===== config.mk =====
export PLATFORM = sky130hd
export DESIGN_NAME = hazard_tag_pipe_flat
export DESIGN_NICKNAME = d
export VERILOG_FILES = /design/src/rtl/hazard_tag_pipe_pkg.sv /design/src/rtl/hazard_tag_pipe_if.sv /design/src/rtl/md_busy_counter.sv /design/src/rtl/hazard_tag_pipe.sv /design/src/flat_wrapper.sv
export SDC_FILE = /design/constraint.sdc
export NUM_CORES = 1
export LEC_CHECK = 0
export CAP_MARGIN = 20
export CORE_MARGIN = 2
export CORE_UTILIZATION = 44
export DETAILED_ROUTE_END_ITERATION = 8
export PLACE_DENSITY_LB_ADDON = 0.3
export SKIP_LAST_GASP = 1
export SYNTH_ARGS = -nofsm -noshare
export SYNTH_HDL_FRONTEND = slang
export SYNTH_SLANG_ARGS = --single-unit

===== constraint.sdc =====
create_clock -name clk -period 3.23 [get_ports clk]
set_clock_uncertainty 0.1 [all_clocks]
set_input_delay 0.323 -clock clk [delete_from_list [all_inputs] [get_ports clk]]
set_output_delay 0.323 -clock clk [all_outputs]
set_load 0.005 [all_outputs]

===== src/rtl/hazard_tag_pipe_pkg.sv =====
// rtl/hazard_tag_pipe_pkg.sv - shared tag types, Tnew classes and mult/div latencies
package hazard_tag_pipe_pkg;

  localparam logic [1:0] TNEW_NONE = 2'd0;
  localparam logic [1:0] TNEW_ALU  = 2'd1;
  localparam logic [1:0] TNEW_LOAD = 2'd2;

  localparam int MULT_CYC_DEF = 5;
  localparam int DIV_CYC_DEF  = 10;

  typedef struct packed {
    logic [4:0] a3;
    logic       regwrite;
    logic [1:0] tnew;
  } tag_t;

  // A write to $0 is architecturally a no-op, so it must never look like a hazard.
  function automatic tag_t canon_tag(input logic [4:0] a3, input logic regwrite,
                                     input logic [1:0] tnew);
    tag_t t;
    if (a3 == 5'd0) begin
      t = '0;
    end else begin
      t.a3       = a3;
      t.regwrite = regwrite;
      t.tnew     = tnew;
    end
    return t;
  endfunction

  function automatic logic [1:0] tnew_step(input logic [1:0] tnew);
    return (tnew == TNEW_NONE) ? TNEW_NONE : tnew - 2'd1;
  endfunction

endpackage


===== src/rtl/hazard_tag_pipe_if.sv =====
// rtl/hazard_tag_pipe_if.sv - decoder-side inputs and per-stage tag outputs
interface hazard_tag_pipe_if;
  logic       stall;
  logic [4:0] d_a3;
  logic       d_regwrite;
  logic [1:0] d_tnew;
  logic       d_md_start;
  logic       d_md_div;
  logic       d_md_use;

  logic [4:0] a3_e;
  logic [4:0] a3_m;
  logic [4:0] a3_w;
  logic       regwrite_e;
  logic       regwrite_m;
  logic       regwrite_w;
  logic [1:0] tnew_e;
  logic [1:0] tnew_m;
  logic       md_busy;
  logic       md_stall;

  modport master (
    output stall, d_a3, d_regwrite, d_tnew, d_md_start, d_md_div, d_md_use,
    input  a3_e, a3_m, a3_w, regwrite_e, regwrite_m, regwrite_w,
    input  tnew_e, tnew_m, md_busy, md_stall
  );

  modport slave (
    input  stall, d_a3, d_regwrite, d_tnew, d_md_start, d_md_div, d_md_use,
    output a3_e, a3_m, a3_w, regwrite_e, regwrite_m, regwrite_w,
    output tnew_e, tnew_m, md_busy, md_stall
  );
endinterface


===== src/rtl/md_busy_counter.sv =====
// rtl/md_busy_counter.sv - mult/div busy window counter
module md_busy_counter #(
  parameter int MULT_CYC = 5,
  parameter int DIV_CYC  = 10
) (
  input  logic clk,
  input  logic reset_n,
  input  logic start,
  input  logic is_div,
  output logic busy
);

  localparam int CW = $clog2(DIV_CYC + 1);

  logic [CW-1:0] cnt;

  // Starts are held off in D while busy, so load never collides with a live count.
  always_ff @(posedge clk or negedge reset_n) begin
    if (!reset_n) begin
      cnt <= '0;
    end else if (start) begin
      cnt <= is_div ? CW'(DIV_CYC) : CW'(MULT_CYC);
    end else if (cnt != '0) begin
      cnt <= cnt - CW'(1);
    end
  end

  assign busy = (cnt != '0);

endmodule


===== src/rtl/hazard_tag_pipe.sv =====
// rtl/hazard_tag_pipe.sv - E/M/W destination tags for the stall/forward unit plus HI/LO stall
module hazard_tag_pipe
  import hazard_tag_pipe_pkg::*;
#(
  parameter int MULT_CYC = MULT_CYC_DEF,
  parameter int DIV_CYC  = DIV_CYC_DEF
) (
  input  logic            clk,
  input  logic            reset_n,
  hazard_tag_pipe_if.slave bus
);

  tag_t       tag_e;
  tag_t       tag_m;
  logic [4:0] a3_w;
  logic       regwrite_w;
  logic       md_start_e;
  logic       md_div_e;
  logic       md_busy;

  // M and W always advance; only E swaps in a bubble when D is held.
  always_ff @(posedge clk or negedge reset_n) begin
    if (!reset_n) begin
      tag_e      <= '0;
      tag_m      <= '0;
      a3_w       <= '0;
      regwrite_w <= 1'b0;
      md_start_e <= 1'b0;
      md_div_e   <= 1'b0;
    end else begin
      if (bus.stall) begin
        tag_e      <= '0;
        md_start_e <= 1'b0;
        md_div_e   <= 1'b0;
      end else begin
        tag_e      <= canon_tag(bus.d_a3, bus.d_regwrite, bus.d_tnew);
        md_start_e <= bus.d_md_start;
        md_div_e   <= bus.d_md_div;
      end
      tag_m.a3       <= tag_e.a3;
      tag_m.regwrite <= tag_e.regwrite;
      tag_m.tnew     <= tnew_step(tag_e.tnew);
      a3_w           <= tag_m.a3;
      regwrite_w     <= tag_m.regwrite;
    end
  end

  md_busy_counter #(
    .MULT_CYC (MULT_CYC),
    .DIV_CYC  (DIV_CYC)
  ) u_md_busy_counter (
    .clk     (clk),
    .reset_n (reset_n),
    .start   (md_start_e),
    .is_div  (md_div_e),
    .busy    (md_busy)
  );

  assign bus.a3_e       = tag_e.a3;
  assign bus.a3_m       = tag_m.a3;
  assign bus.a3_w       = a3_w;
  assign bus.regwrite_e = tag_e.regwrite;
  assign bus.regwrite_m = tag_m.regwrite;
  assign bus.regwrite_w = regwrite_w;
  assign bus.tnew_e     = tag_e.tnew;
  assign bus.tnew_m     = tag_m.tnew;
  assign bus.md_busy    = md_busy;
  // A start still sitting in E has not loaded the counter yet, so it must block HI/LO users too.
  assign bus.md_stall   = bus.d_md_use & (md_busy | md_start_e);

endmodule


===== src/flat_wrapper.sv =====
// flat-port wrapper written by rule: the top's interface ports become plain ports
module hazard_tag_pipe_flat import hazard_tag_pipe_pkg::*;
#(
  parameter int MULT_CYC = MULT_CYC_DEF,
  parameter int DIV_CYC  = DIV_CYC_DEF
)
  (clk, reset_n, bus_stall, bus_d_a3, bus_d_regwrite, bus_d_tnew, bus_d_md_start, bus_d_md_div, bus_d_md_use, bus_a3_e, bus_a3_m, bus_a3_w, bus_regwrite_e, bus_regwrite_m, bus_regwrite_w, bus_tnew_e, bus_tnew_m, bus_md_busy, bus_md_stall);
  hazard_tag_pipe_if bus_i ();
  input  logic clk;
  input  logic reset_n;
  input wire logic [$bits(bus_i.stall)-1:0] bus_stall;
  input wire logic [$bits(bus_i.d_a3)-1:0] bus_d_a3;
  input wire logic [$bits(bus_i.d_regwrite)-1:0] bus_d_regwrite;
  input wire logic [$bits(bus_i.d_tnew)-1:0] bus_d_tnew;
  input wire logic [$bits(bus_i.d_md_start)-1:0] bus_d_md_start;
  input wire logic [$bits(bus_i.d_md_div)-1:0] bus_d_md_div;
  input wire logic [$bits(bus_i.d_md_use)-1:0] bus_d_md_use;
  output wire logic [$bits(bus_i.a3_e)-1:0] bus_a3_e;
  output wire logic [$bits(bus_i.a3_m)-1:0] bus_a3_m;
  output wire logic [$bits(bus_i.a3_w)-1:0] bus_a3_w;
  output wire logic [$bits(bus_i.regwrite_e)-1:0] bus_regwrite_e;
  output wire logic [$bits(bus_i.regwrite_m)-1:0] bus_regwrite_m;
  output wire logic [$bits(bus_i.regwrite_w)-1:0] bus_regwrite_w;
  output wire logic [$bits(bus_i.tnew_e)-1:0] bus_tnew_e;
  output wire logic [$bits(bus_i.tnew_m)-1:0] bus_tnew_m;
  output wire logic [$bits(bus_i.md_busy)-1:0] bus_md_busy;
  output wire logic [$bits(bus_i.md_stall)-1:0] bus_md_stall;
  assign bus_i.stall = bus_stall;
  assign bus_i.d_a3 = bus_d_a3;
  assign bus_i.d_regwrite = bus_d_regwrite;
  assign bus_i.d_tnew = bus_d_tnew;
  assign bus_i.d_md_start = bus_d_md_start;
  assign bus_i.d_md_div = bus_d_md_div;
  assign bus_i.d_md_use = bus_d_md_use;
  assign bus_a3_e = bus_i.a3_e;
  assign bus_a3_m = bus_i.a3_m;
  assign bus_a3_w = bus_i.a3_w;
  assign bus_regwrite_e = bus_i.regwrite_e;
  assign bus_regwrite_m = bus_i.regwrite_m;
  assign bus_regwrite_w = bus_i.regwrite_w;
  assign bus_tnew_e = bus_i.tnew_e;
  assign bus_tnew_m = bus_i.tnew_m;
  assign bus_md_busy = bus_i.md_busy;
  assign bus_md_stall = bus_i.md_stall;
  hazard_tag_pipe #(.MULT_CYC(MULT_CYC), .DIV_CYC(DIV_CYC)) u_core (.clk(clk), .reset_n(reset_n), .bus(bus_i));
endmodule

==> run_summary.xml <==
<?xml version="1.0" encoding="UTF-8"?>
<metrics>
  <group name="critical_path">
    <metric name="start_kind" unit="">flop</metric>
    <metric name="depth_of_the_worst_register_to_register_path" unit="">4</metric>
    <metric name="cp_data_required_time" unit="ps">2810</metric>
    <metric name="timing.rr.start" unit="">u_core.u_md_busy_counter.cnt[0]</metric>
    <metric name="r2r_setup_slk" unit="ps">1550</metric>
    <metric name="timing_worst_setup_path_type" unit="">flop to output pin</metric>
    <metric name="critical_path_peak_fanout" unit="">6</metric>
    <metric name="worstReg2RegEnd" unit="">u_core.u_md_busy_counter.cnt[1]</metric>
    <metric name="timing.critical_path.arrival" unit="ps">2130</metric>
    <metric name="timing_startpoint_of_the_critical_path" unit="">u_core.u_md_busy_counter.cnt[0]</metric>
    <metric name="cp-end-kind" unit="">output pin</metric>
  </group>
  <group name="power_and_ir_drop">
    <metric name="power.share.clock" unit="%">27.2</metric>
    <metric name="internal-power" unit="W">0.0006210</metric>
    <metric name="swShare" unit="%">24.24</metric>
    <metric name="p_leak" unit="nW">0.6269</metric>
    <metric name="part_of_the_power_in_registers" unit="%">51.1</metric>
    <metric name="switchingPower" unit="W">0.0001987</metric>
    <metric name="combinationalPowerShare" unit="%">21.7</metric>
    <metric name="ir_worst_vdd" unit="mV">0.3729</metric>
    <metric name="pwr_density_cell" unit="mW/mm2">588.6</metric>
  </group>
  <group name="cts">
    <metric name="cts_hold_buffers" unit="">0</metric>
    <metric name="cts.reportedPaths.clkPinSlew" unit="ps">140</metric>
    <metric name="clk-insertion-delay-late" unit="ps">320</metric>
    <metric name="cts_htree_levels" unit="">1</metric>
    <metric name="clock_tree.buffer_depth" unit="">2</metric>
    <metric name="ctsResizeCount" unit="">0</metric>
    <metric name="cts.root.buffer_cell" unit="">sky130_fd_sc_hd__clkbuf_4</metric>
    <metric name="cts_num_sinks" unit="">28</metric>
    <metric name="tritoncts" unit="">yes</metric>
    <metric name="numCtsBuffers" unit="">3</metric>
    <metric name="cts_post_setup_buffers_inserted" unit="">0</metric>
  </group>
  <group name="floorplan">
    <metric name="core.rowCount" unit="">16</metric>
    <metric name="floorplan.io_pins" unit="">38</metric>
    <metric name="floorplan.core_area" unit="mm2">0.001982</metric>
    <metric name="floorplan.initialDensity" unit="%">47.03</metric>
    <metric name="die_area" unit="mm2">0.002503</metric>
    <metric name="die_w" unit="um">50.03</metric>
    <metric name="die_y" unit="um">50.03</metric>
  </group>
  <group name="yosys">
    <metric name="syn_area" unit="um2">932.1</metric>
    <metric name="synth.yosys.warnings" unit="">0</metric>
    <metric name="postSynthNetCount" unit="">78</metric>
    <metric name="ys_seq_elements" unit="">28</metric>
    <metric name="synthDistinctLibCells" unit="">19</metric>
    <metric name="synth.avg_cell_area" unit="um2">15.03</metric>
    <metric name="synth_seq_area_share" unit="%">75.17</metric>
    <metric name="syn_inst" unit="">62</metric>
  </group>
  <group name="timing">
    <metric name="max_freq" unit="MHz">391.6</metric>
    <metric name="setup-violations-final" unit="">0</metric>
    <metric name="final_min_period_over_clock_period" unit="%">79.05</metric>
    <metric name="rsz0062_at_grt" unit="">false</metric>
    <metric name="worstMarginPinSlew" unit="ps">665.3</metric>
    <metric name="hold_violations" unit="">0</metric>
    <metric name="finalSetupTns" unit="ps">0</metric>
    <metric name="max_slew_margin" unit="%">55.51</metric>
    <metric name="maxSlewViolCount" unit="">0</metric>
    <metric name="finalWorstPathRequiredPeriod" unit="ps">2553</metric>
  </group>
  <group name="global_route">
    <metric name="use_met3" unit="%">1.818</metric>
    <metric name="grt-ovfl-total" unit="">0</metric>
    <metric name="grt.total_usage" unit="%">14.25</metric>
    <metric name="groute.layer.met1.usage" unit="%">16.05</metric>
    <metric name="first_global_vias" unit="">541</metric>
    <metric name="antenna_found_initial" unit="">0</metric>
    <metric name="grt_start_max_net_pins" unit="">17</metric>
    <metric name="grt_pass1_wl" unit="mm">2.546</metric>
    <metric name="routing_layer_with_the_top_usage_in_global_route" unit="">met2</metric>
    <metric name="grt_util_met2" unit="%">24.78</metric>
  </group>
  <group name="finish">
    <metric name="n_fill_cell" unit="">127</metric>
    <metric name="antenna_cells" unit="">0</metric>
    <metric name="area_growth" unit="%">49.40</metric>
    <metric name="design.final.nets" unit="">120</metric>
    <metric name="design_area" unit="mm2">0.001393</metric>
    <metric name="final_layout_size_suffix_gt1_share" unit="%">5.825</metric>
  </group>
  <group name="detailed_routing">
    <metric name="sum_of_routed_wire_length_over_all_layers" unit="mm">1.522</metric>
    <metric name="vias" unit="">568</metric>
    <metric name="drt_first_pass_iters" unit="">2</metric>
    <metric name="avgRoutedWirePerCell" unit="um">11.71</metric>
    <metric name="avgViaCountPerCell" unit="">4.369</metric>
    <metric name="antenna_left" unit="">0</metric>
    <metric name="drc_errors" unit="">0</metric>
    <metric name="violation_count_after_the_first_detailed_routing_iteration" unit="">3</metric>
  </group>
  <group name="outcome">
    <metric name="status" unit="">finished, final reports clean</metric>
  </group>
  <group name="placed_design">
    <metric name="post-dp-hpwl" unit="mm">1.180</metric>
    <metric name="port_buffers" unit="">37</metric>
    <metric name="gpl.final_weighted_congestion" unit="">0.7619</metric>
    <metric name="post_dp_area" unit="mm2">0.001340</metric>
  </group>
  <group name="worst_hold_path">
    <metric name="holdCritPathClass" unit="">input pin to asynchronous set/reset pin</metric>
  </group>
  <group name="run">
    <metric name="max_cap_viol_count" unit="">0</metric>
  </group>
</metrics>
## critical path: stages, from the launching register on
cell and delay, ps:
sky130_fd_sc_hd__dfrtp_1 430, sky130_fd_sc_hd__inv_1 100, sky130_fd_sc_hd__ha_1 170, sky130_fd_sc_hd__or3b_1 460, sky130_fd_sc_hd__o21a_1 210, sky130_fd_sc_hd__clkdlybuf4s50_1 440
## through the flow
stage	hold slack, ps	power (W)	instances	setup WS [ps]	util (%)
3_5_place_dp	258.8	0.0006014	126	1033	67.61
4_1_cts	289.9	0.0008257	130	658.1	70.27
6_report	287.6	0.0008197	130	676.6	70.27
3_3_place_gp	258.0	0.0005889	125	1121	66.86
5_1_grt	303.3	0.0008678	130	553.4	70.27
2_1_floorplan	-72.59	0.0005233	62	1550	-
## cells in the mapped netlist
| master | count | area, um2 |
|---|---|---|
| sky130_fd_sc_hd__dfrtp_1 | 28 | 700.7 |
| sky130_fd_sc_hd__nor2b_1 | 8 | 50.05 |
| sky130_fd_sc_hd__and2_1 | 4 | 25.02 |
| sky130_fd_sc_hd__ha_1 | 2 | 25.02 |
| sky130_fd_sc_hd__inv_1 | 2 | 7.510 |
| sky130_fd_sc_hd__nor2_1 | 2 | 7.510 |
| sky130_fd_sc_hd__nor3_1 | 2 | 10.01 |
| sky130_fd_sc_hd__o21a_1 | 2 | 15.01 |
| sky130_fd_sc_hd__o21ai_0 | 2 | 10.01 |
| sky130_fd_sc_hd__a21oi_1 | 1 | 5.000 |
| sky130_fd_sc_hd__buf_6 | 1 | 11.26 |
| sky130_fd_sc_hd__mux2_2 | 1 | 11.26 |
| sky130_fd_sc_hd__nand2_1 | 1 | 3.750 |
| sky130_fd_sc_hd__nand2b_1 | 1 | 6.260 |
| sky130_fd_sc_hd__nand3b_1 | 1 | 7.510 |
| sky130_fd_sc_hd__o311a_1 | 1 | 10.01 |
| sky130_fd_sc_hd__or3b_1 | 1 | 8.760 |
| sky130_fd_sc_hd__xnor2_1 | 1 | 8.760 |
| sky130_fd_sc_hd__xor2_1 | 1 | 8.760 |
## power by group through the flow
| stage | combinational, W | clock, W | sequential [W] |
|---|---|---|---|
| floorplan | 0.000101 | 0 | 0.000422 |
| global placement | 0.000166 | 0 | 0.000423 |
| detailed placement | 0.000175 | 0 | 0.000426 |
| CTS | 0.000183 | 0.000223 | 0.000420 |
| global route | 0.000199 | 0.000244 | 0.000424 |
| finish | 0.000178 | 0.000223 | 0.000419 |
## flip-flops by register name, summed over array words and instances, names as in the netlist
register and flops:
u_core.bus.a3_e 5, u_core.bus.a3_m 5, u_core.bus.regwrite_e 1, u_core.bus.tnew_e 2, u_core.u_md_busy_counter.cnt 4, u_core.md_div_e 1
u_core.bus.regwrite_w 1, u_core.bus.a3_w 5, u_core.md_start_e 1, u_core.bus.tnew_m 2, u_core.bus.regwrite_m 1
## cells by family (layout without fill, tap and decap cells)
logic type               Yosys count  count (layout)  share of synthesized area (%)
AO/OA/AOI/OAI                      6               6                          4.294
XOR/XNOR                           2               2                          1.880
adder cells (fa/ha/maj)            2               2                          2.684
buffers and inverters              3              44                          2.014
flip-flops                        28              28                          75.17
multiplexers                       1               1                          1.208
AND/OR/NAND/NOR                   20              20                          12.75
## final cells by class
| class | count | area (um2) | share of cell area, % |
|---|---|---|---|
| Clock buffer | 3 | 22.52 | 1.617 |
| Clock inverter | 1 | 30.03 | 2.156 |
| Inverter | 2 | 7.507 | 0.5391 |
| Multi-Input combinational cell | 31 | 212.7 | 15.27 |
| Sequential cell | 28 | 700.7 | 50.31 |
| Tap cell | 27 | 33.78 | 2.426 |
| Timing Repair Buffer | 38 | 385.4 | 27.67 |
## layout by cell type, fill, tap and decap left out, drive strengths merged, types with 2 or more instances in the layout
| cell | instances |
|---|---|
| and2 | 4 |
| clkbuf | 3 |
| clkdlybuf4s50 | 37 |
| dfrtp | 28 |
| ha | 2 |
| inv | 2 |
| nor2 | 2 |
| nor2b | 8 |
| nor3 | 2 |
| o21a | 2 |
| o21ai | 2 |
## metal layers
| layer | wire length, um | up-vias |
|---|---|---|
| met2 | 858 | 20 |
| met4 | 27 | 0 |
| met3 | 59 | 2 |
| met5 | 0 | - |
| li1 | - | 283 |
| met1 | 576 | 263 |
## worst max-delay path by stage
| stage | to | slack, ps | cells past startpoint |
|---|---|---|---|
| 2_1_floorplan | bus_md_stall | 1550 | 5 |
| 3_3_place_gp | bus_md_stall | 1120 | 5 |
| 3_5_place_dp | bus_md_stall | 1030 | 5 |
| 4_1_cts | bus_md_stall | 660 | 5 |
| 5_1_grt | bus_md_stall | 550 | 5 |
| 6_report | bus_md_stall | 680 | 5 |
(Power assumes the default switching activity.)
